--- src/rtl/right_shifter_seq.sv ---
// right_shifter_seq
// -----------------
// Bit-serial right shifter for the RV64 shift instructions SRL, SRA, SRLW and
// SRAW. An accepted request moves the operand right by one bit per clock, so
// a shift by N takes N+1 cycles from acceptance to the done pulse.
//
// Ports
//   clk    : single clock, all state changes on the rising edge
//   reset  : synchronous, active-high reset
//   start  : request strobe, only looked at while idle
//   A      : value to be shifted right
//   B      : shift amount source, B[5:0] (64-bit) or B[4:0] (word mode)
//   arith  : 0 = logical shift, 1 = arithmetic shift
//   word   : 1 = W-variant, works on A[31:0] and sign-extends the result
//   S      : registered result, held until the next request completes
//   busy   : high whenever the unit is not idle
//   done   : one-cycle pulse marking S as valid

module right_shifter_seq #(
    parameter int XLEN = 64
) (
    input  logic            clk,
    input  logic            reset,
    input  logic            start,
    input  logic [XLEN-1:0] A,
    input  logic [XLEN-1:0] B,
    input  logic            arith,
    input  logic            word,
    output logic [XLEN-1:0] S,
    output logic            busy,
    output logic            done
);

    typedef enum logic [1:0] {
        IDLE  = 2'd0,
        SHIFT = 2'd1,
        DONE  = 2'd2
    } state_t;

    state_t          state;
    logic [XLEN-1:0] operand;
    logic [5:0]      count;
    logic            arith_q;
    logic            word_q;

    logic [XLEN-1:0] preload;
    logic [5:0]      preload_count;
    logic [XLEN-1:0] shifted;

    // Only the low shift-amount bits matter; the rest of B is deliberately
    // dropped here so the intent is visible.
    logic unused_b;
    assign unused_b = &{1'b0, B[XLEN-1:6]};

    // Word mode starts from the low half of A, extended according to the
    // shift type so that the vacated bits fill correctly as it shifts.
    always_comb begin
        preload = A;
        if (word) begin
            if (arith) begin
                preload = {{32{A[31]}}, A[31:0]};
            end else begin
                preload = {32'b0, A[31:0]};
            end
        end
        preload_count = word ? {1'b0, B[4:0]} : B[5:0];
    end

    // One step of the serial shift, using the latched shift type so that
    // input changes after acceptance cannot disturb the operation.
    assign shifted = {arith_q & operand[XLEN-1], operand[XLEN-1:1]};

    // Final result formatting: W-variants always sign-extend bit 31 of the
    // 32-bit result, even for logical shifts (a zero-length SRLW of a value
    // with bit 31 set yields a negative 64-bit result).
    function automatic logic [XLEN-1:0] finish_result(input logic [XLEN-1:0] value,
                                                      input logic            is_word);
        if (is_word) begin
            return {{32{value[31]}}, value[31:0]};
        end
        return value;
    endfunction

    // Single sequencer: IDLE accepts a request, SHIFT moves one bit per
    // cycle, DONE presents the one-cycle done pulse. S is only written on
    // the edge entering DONE, so it holds steady throughout SHIFT. busy and
    // done are registered alongside the state so they follow it exactly.
    always_ff @(posedge clk) begin
        if (reset) begin
            state   <= IDLE;
            operand <= '0;
            count   <= '0;
            arith_q <= 1'b0;
            word_q  <= 1'b0;
            S       <= '0;
            busy    <= 1'b0;
            done    <= 1'b0;
        end else begin
            done <= 1'b0;
            case (state)
                IDLE: begin
                    if (start) begin
                        operand <= preload;
                        count   <= preload_count;
                        arith_q <= arith;
                        word_q  <= word;
                        busy    <= 1'b1;
                        if (preload_count == 6'd0) begin
                            state <= DONE;
                            S     <= finish_result(preload, word);
                            done  <= 1'b1;
                        end else begin
                            state <= SHIFT;
                        end
                    end
                end
                SHIFT: begin
                    operand <= shifted;
                    count   <= count - 6'd1;
                    if (count == 6'd1) begin
                        state <= DONE;
                        S     <= finish_result(shifted, word_q);
                        done  <= 1'b1;
                    end
                end
                DONE: begin
                    state <= IDLE;
                    busy  <= 1'b0;
                end
                default: begin
                    state <= IDLE;
                    busy  <= 1'b0;
                end
            endcase
        end
    end

endmodule

--- config.mk ---
export PLATFORM = sky130hd
export DESIGN_NAME = right_shifter_seq
export DESIGN_NICKNAME = d
export VERILOG_FILES = /design/src/rtl/right_shifter_seq.sv
export SDC_FILE = /design/constraint.sdc
export NUM_CORES = 1
export LEC_CHECK = 0
export ABC_CLOCK_PERIOD_IN_PS = 3750
export BUFFER_PORTS_ARGS = -buffer_cell sky130_fd_sc_hd__buf_2
export CORE_UTILIZATION = 51
export DETAILED_ROUTE_END_ITERATION = 6
export GPL_TIMING_DRIVEN = 0
export PLACE_DENSITY_LB_ADDON = 0.15
export SLEW_MARGIN = 20
export SYNTH_ARGS = -nofsm -noshare
export SYNTH_HDL_FRONTEND = slang
export SYNTH_SLANG_ARGS = --single-unit
--- constraint.sdc ---
create_clock -name clk -period 3.75 [get_ports clk]
set_clock_uncertainty 0.15 [all_clocks]
set_input_delay 0.5625 -clock clk [delete_from_list [all_inputs] [get_ports clk]]
set_output_delay 0.5625 -clock clk [all_outputs]
set_load 0.005 [all_outputs]
==> results summary <==
The number of cells in the design after placement came out at 1,036. The first global-routing pass estimated 30.1 mm of wire. Cells with a size suffix above 1 make up 24.6% of the layout. The global-route total usage across every layer is 29.5%. The max-slew violation total from the final report is 0. The source-to-sink clock delay at the later pin of the worst-skew pair is 420 ps. The slew at the pin with the worst max-slew slack came out at 791 ps. The number of buffers on the longest clock path is 2. The total vias in the final route is 6,359.

The total count of hold-check failures in the final report is 0. The most critical setup path has its startpoint at state[0]$_SDFFE_PP0P_. 0 antenna diodes ended up in the layout.

The kind of critical path is flop to flop. The number of cells on the worst reg-to-reg path is 8. In the final design database the tool counted 1,022 nets.

The count of hold-fix buffers inserted at cts came out at 0. The data required time of the worst path is 3930 ps. The flop-to-flop setup slack came out at 1250 ps. The start point of the worst min-delay path is arith. The leakage power of the design is 3.35 nW.

TritonCTS built the clock tree. The proportion of synthesized chip area in sequential cells came out at 42.7%. The share of the clock period used by the worst path after layout is 66.7%.

The maximum resistive drop on vdd is 0.292 mV. The worst register-to-register path ends at S[31]$_SDFFE_PP0P_. The number of flops mapped to enable cells by yosys is 0. The async set-or-reset flop fraction in the synthesized netlist is 0%. By area the synthesized netlist is led by sky130_fd_sc_hd__dfxtp_1, sky130_fd_sc_hd__a211oi_2, sky130_fd_sc_hd__nor2_1, sky130_fd_sc_hd__mux2i_1, sky130_fd_sc_hd__nor2b_1.

The register clock-pin slew on the reported worst setup and hold paths is 60 ps. The count of port buffers added during placement came out at 139. In this run the power density over the cells is 491 nW/um2. The flip-flop and latch count after synthesis came out at 139. The share of the core filled with cells in the final layout is 65.6%. The number of I/O pins came out at 199. The non-filler instance count after layout is 1,068. After detailed routing, the number of vias per cell comes to 5.95. The kind of launch point of the worst setup path is a flop.

During synthesis, Yosys emitted a total of 0 warnings. The cell area after placement is 7420 um2. The average wire per standard cell is 17.8 um. The final number of setup-violating endpoints is 0. The final weighted congestion in routability-driven placement is 0.843. The endpoint arrival time on the critical path came out at 2680 ps. The number of setup buffers added after CTS is 0. From synthesis to final layout, the design area changed by 22.8%. The peak clock frequency supported by timing is 400 MHz.

The summed instance area of the synthesized netlist is 6520 um2. The number of antenna violations at the first check in global routing is 0. The clock period could shrink to 2500 ps. Along the worst path, the maximum fanout reaches 10. The number of iterations in the first detailed-routing pass came out at 5. The total negative slack is 0 ps.

The TritonCTS sink count is 139. The pin count of the biggest net entering global routing came out at 17. In the post-synthesis netlist, the cell with the most instances is sky130_fd_sc_hd__dfxtp_1. By count the netlist is led by sky130_fd_sc_hd__dfxtp_1, sky130_fd_sc_hd__nor2_1, sky130_fd_sc_hd__clkbuf_1. The synthesized net count came out at 864.

The horizontal die dimension came out at 115 um. The total routed wirelength is 19.0 mm. A synthesized cell averages 8.94 um2. STA classifies the critical path endpoint as a flop. The number of DRC markers in iteration 0 came out at 570. The min-delay analysis places its worst path in the category input pin to flop.

The count of different cell masters after synthesis came out at 46. The total number of H-tree levels came out at 4. The die covers 13,200 um2. The number of global-route vias before repair is 6,012.

The beginning of the worst register-to-register path is state[0]$_SDFFE_PP0P_. The cell count after synthesis came out at 729. sky130_fd_sc_hd__dfxtp_1 takes more of the synthesized area than any other cell. The worst hold path passes through 3 cells. The remaining global-route overflow is 0.

The floorplan has 40 rows. In the synthesized netlist the dominant register cell turns out to be sky130_fd_sc_hd__dfxtp_1. The HPWL reported at the end of detailed placement is 13.7 mm. For this run, design rule violations remaining after detail routing come to 0. The synthesized design devotes to its leading area cell type 42.7% of total area. The post-detailed-route count of antenna-violating nets came out at 0.

The run finished with clean final reports. The effective utilization at floorplan is 53.4%. The area of the core is 12,200 um2.

The worst hold path terminates at arith_q$_SDFFE_PP0P_. The final cell area excluding filler cells is 8010 um2. Setup repair after global routing left no endpoint under its margin.

The cell chosen for the clock root is sky130_fd_sc_hd__clkbuf_16. The tool flagged a number of max-cap violations equal to 0. The post-CTS resize count came out at 0. The die is 115 um tall. The clock buffer count from CTS came out at 17.

The worst relative slew slack came out at 47.2%.
-- worst max path at each step --
stage | to | slack (ps)
final | S[31]$_SDFFE_PP0P_ | 1250
after floorplan | S[22]$_SDFFE_PP0P_ | 1470
after detailed placement | S[59]$_SDFFE_PP0P_ | 1090
after global routing | S[31]$_SDFFE_PP0P_ | 1050
after global placement | S[15]$_SDFFE_PP0P_ | 1170
after CTS | S[31]$_SDFFE_PP0P_ | 1270
-- registers in the layout, indices dropped and copies added (netlist names) --
name,cells
count,6
state,2
busy,1
operand,63
arith_q,1
done,1
S,64
word_q,1
-- cell usage in the layout, fill, tap and decap left out, types with 2 or more instances in the layout --
cell type	instances
sky130_fd_sc_hd__o31ai_1	7
sky130_fd_sc_hd__inv_1	4
sky130_fd_sc_hd__nand2b_1	26
sky130_fd_sc_hd__nand4b_1	8
sky130_fd_sc_hd__nand3_1	49
sky130_fd_sc_hd__clkbuf_16	17
sky130_fd_sc_hd__a21oi_1	45
sky130_fd_sc_hd__and3_1	2
sky130_fd_sc_hd__nand2_1	11
sky130_fd_sc_hd__o21ai_0	14
sky130_fd_sc_hd__dfxtp_1	139
sky130_fd_sc_hd__clkbuf_1	57
sky130_fd_sc_hd__ha_1	2
sky130_fd_sc_hd__buf_2	147
sky130_fd_sc_hd__buf_4	4
sky130_fd_sc_hd__clkbuf_8	4
sky130_fd_sc_hd__nor3_1	36
sky130_fd_sc_hd__mux2i_1	31
sky130_fd_sc_hd__a22oi_1	9
sky130_fd_sc_hd__buf_1	6
sky130_fd_sc_hd__clkinv_2	4
sky130_fd_sc_hd__a211oi_1	33
sky130_fd_sc_hd__nor2_1	87
sky130_fd_sc_hd__o22ai_1	7
sky130_fd_sc_hd__nor2b_1	41
sky130_fd_sc_hd__o221ai_1	24
sky130_fd_sc_hd__nor4_1	3
sky130_fd_sc_hd__buf_6	5
sky130_fd_sc_hd__a211oi_2	30
sky130_fd_sc_hd__buf_12	3
sky130_fd_sc_hd__or3_1	2
sky130_fd_sc_hd__bufinv_16	2
sky130_fd_sc_hd__a2111oi_0	23
-- layout make-up --
type	count	area [um2]
repair buffers	139	696
clock buffers	25	495
well taps	168	210
clock inverters	7	87.6
fillers	1062	4210
multi-input cells	507	3310
plain buffers	79	408
flip-flops and latches	139	2780
inverters	4	15.0
-- cell families (layout without fill, tap and decap cells) --
kind of cell,after synthesis,in the layout,synth area share (%)
buffers and inverters,83,254,6.49
adder cells (fa/ha/maj),2,2,0.384
AO/OA/AOI/OAI,202,202,24.2
multiplexers,31,31,4.76
flip-flops,139,139,42.7
AND/OR/NAND/NOR,272,272,21.5
-- routing by layer --
layer,wire (um),up-vias,share of wire [%],GRT usage (%)
li1,-,2999,-,-
met1,8280,3037,43,39.3
met2,8990,287,47,47.3
met3,1300,36,6.8,5.75
met4,477,0,2.5,11.7
met5,0,-,0,0
-- metrics by stage --
stage	power, mW	setup slack [ps]	hold slack, ps
floorplan	2.08	1470	286
global placement	2.26	1170	300
detailed placement	2.28	1090	305
CTS	3.92	1270	261
global route	4.08	1050	277
finish	3.93	1250	269
-- report_power, final --
part	total [mW]	switching [mW]	internal, mW
clock	1.67	0.621	1.05
sequential	1.65	0.0681	1.59
combinational	0.611	0.370	0.240
total	3.93	1.06	2.87
-- worst max-delay path: stages, from the launching register on --
cell and delay, ps:
sky130_fd_sc_hd__dfxtp_1 320, sky130_fd_sc_hd__buf_6 130, sky130_fd_sc_hd__nor2b_1 130, sky130_fd_sc_hd__clkbuf_1 350, sky130_fd_sc_hd__and3_1 260, sky130_fd_sc_hd__buf_2 250, sky130_fd_sc_hd__clkbuf_1 440, sky130_fd_sc_hd__nor3_1 140
sky130_fd_sc_hd__a211oi_2 230
No activity file was read; power rests on OpenSTA's default activity.
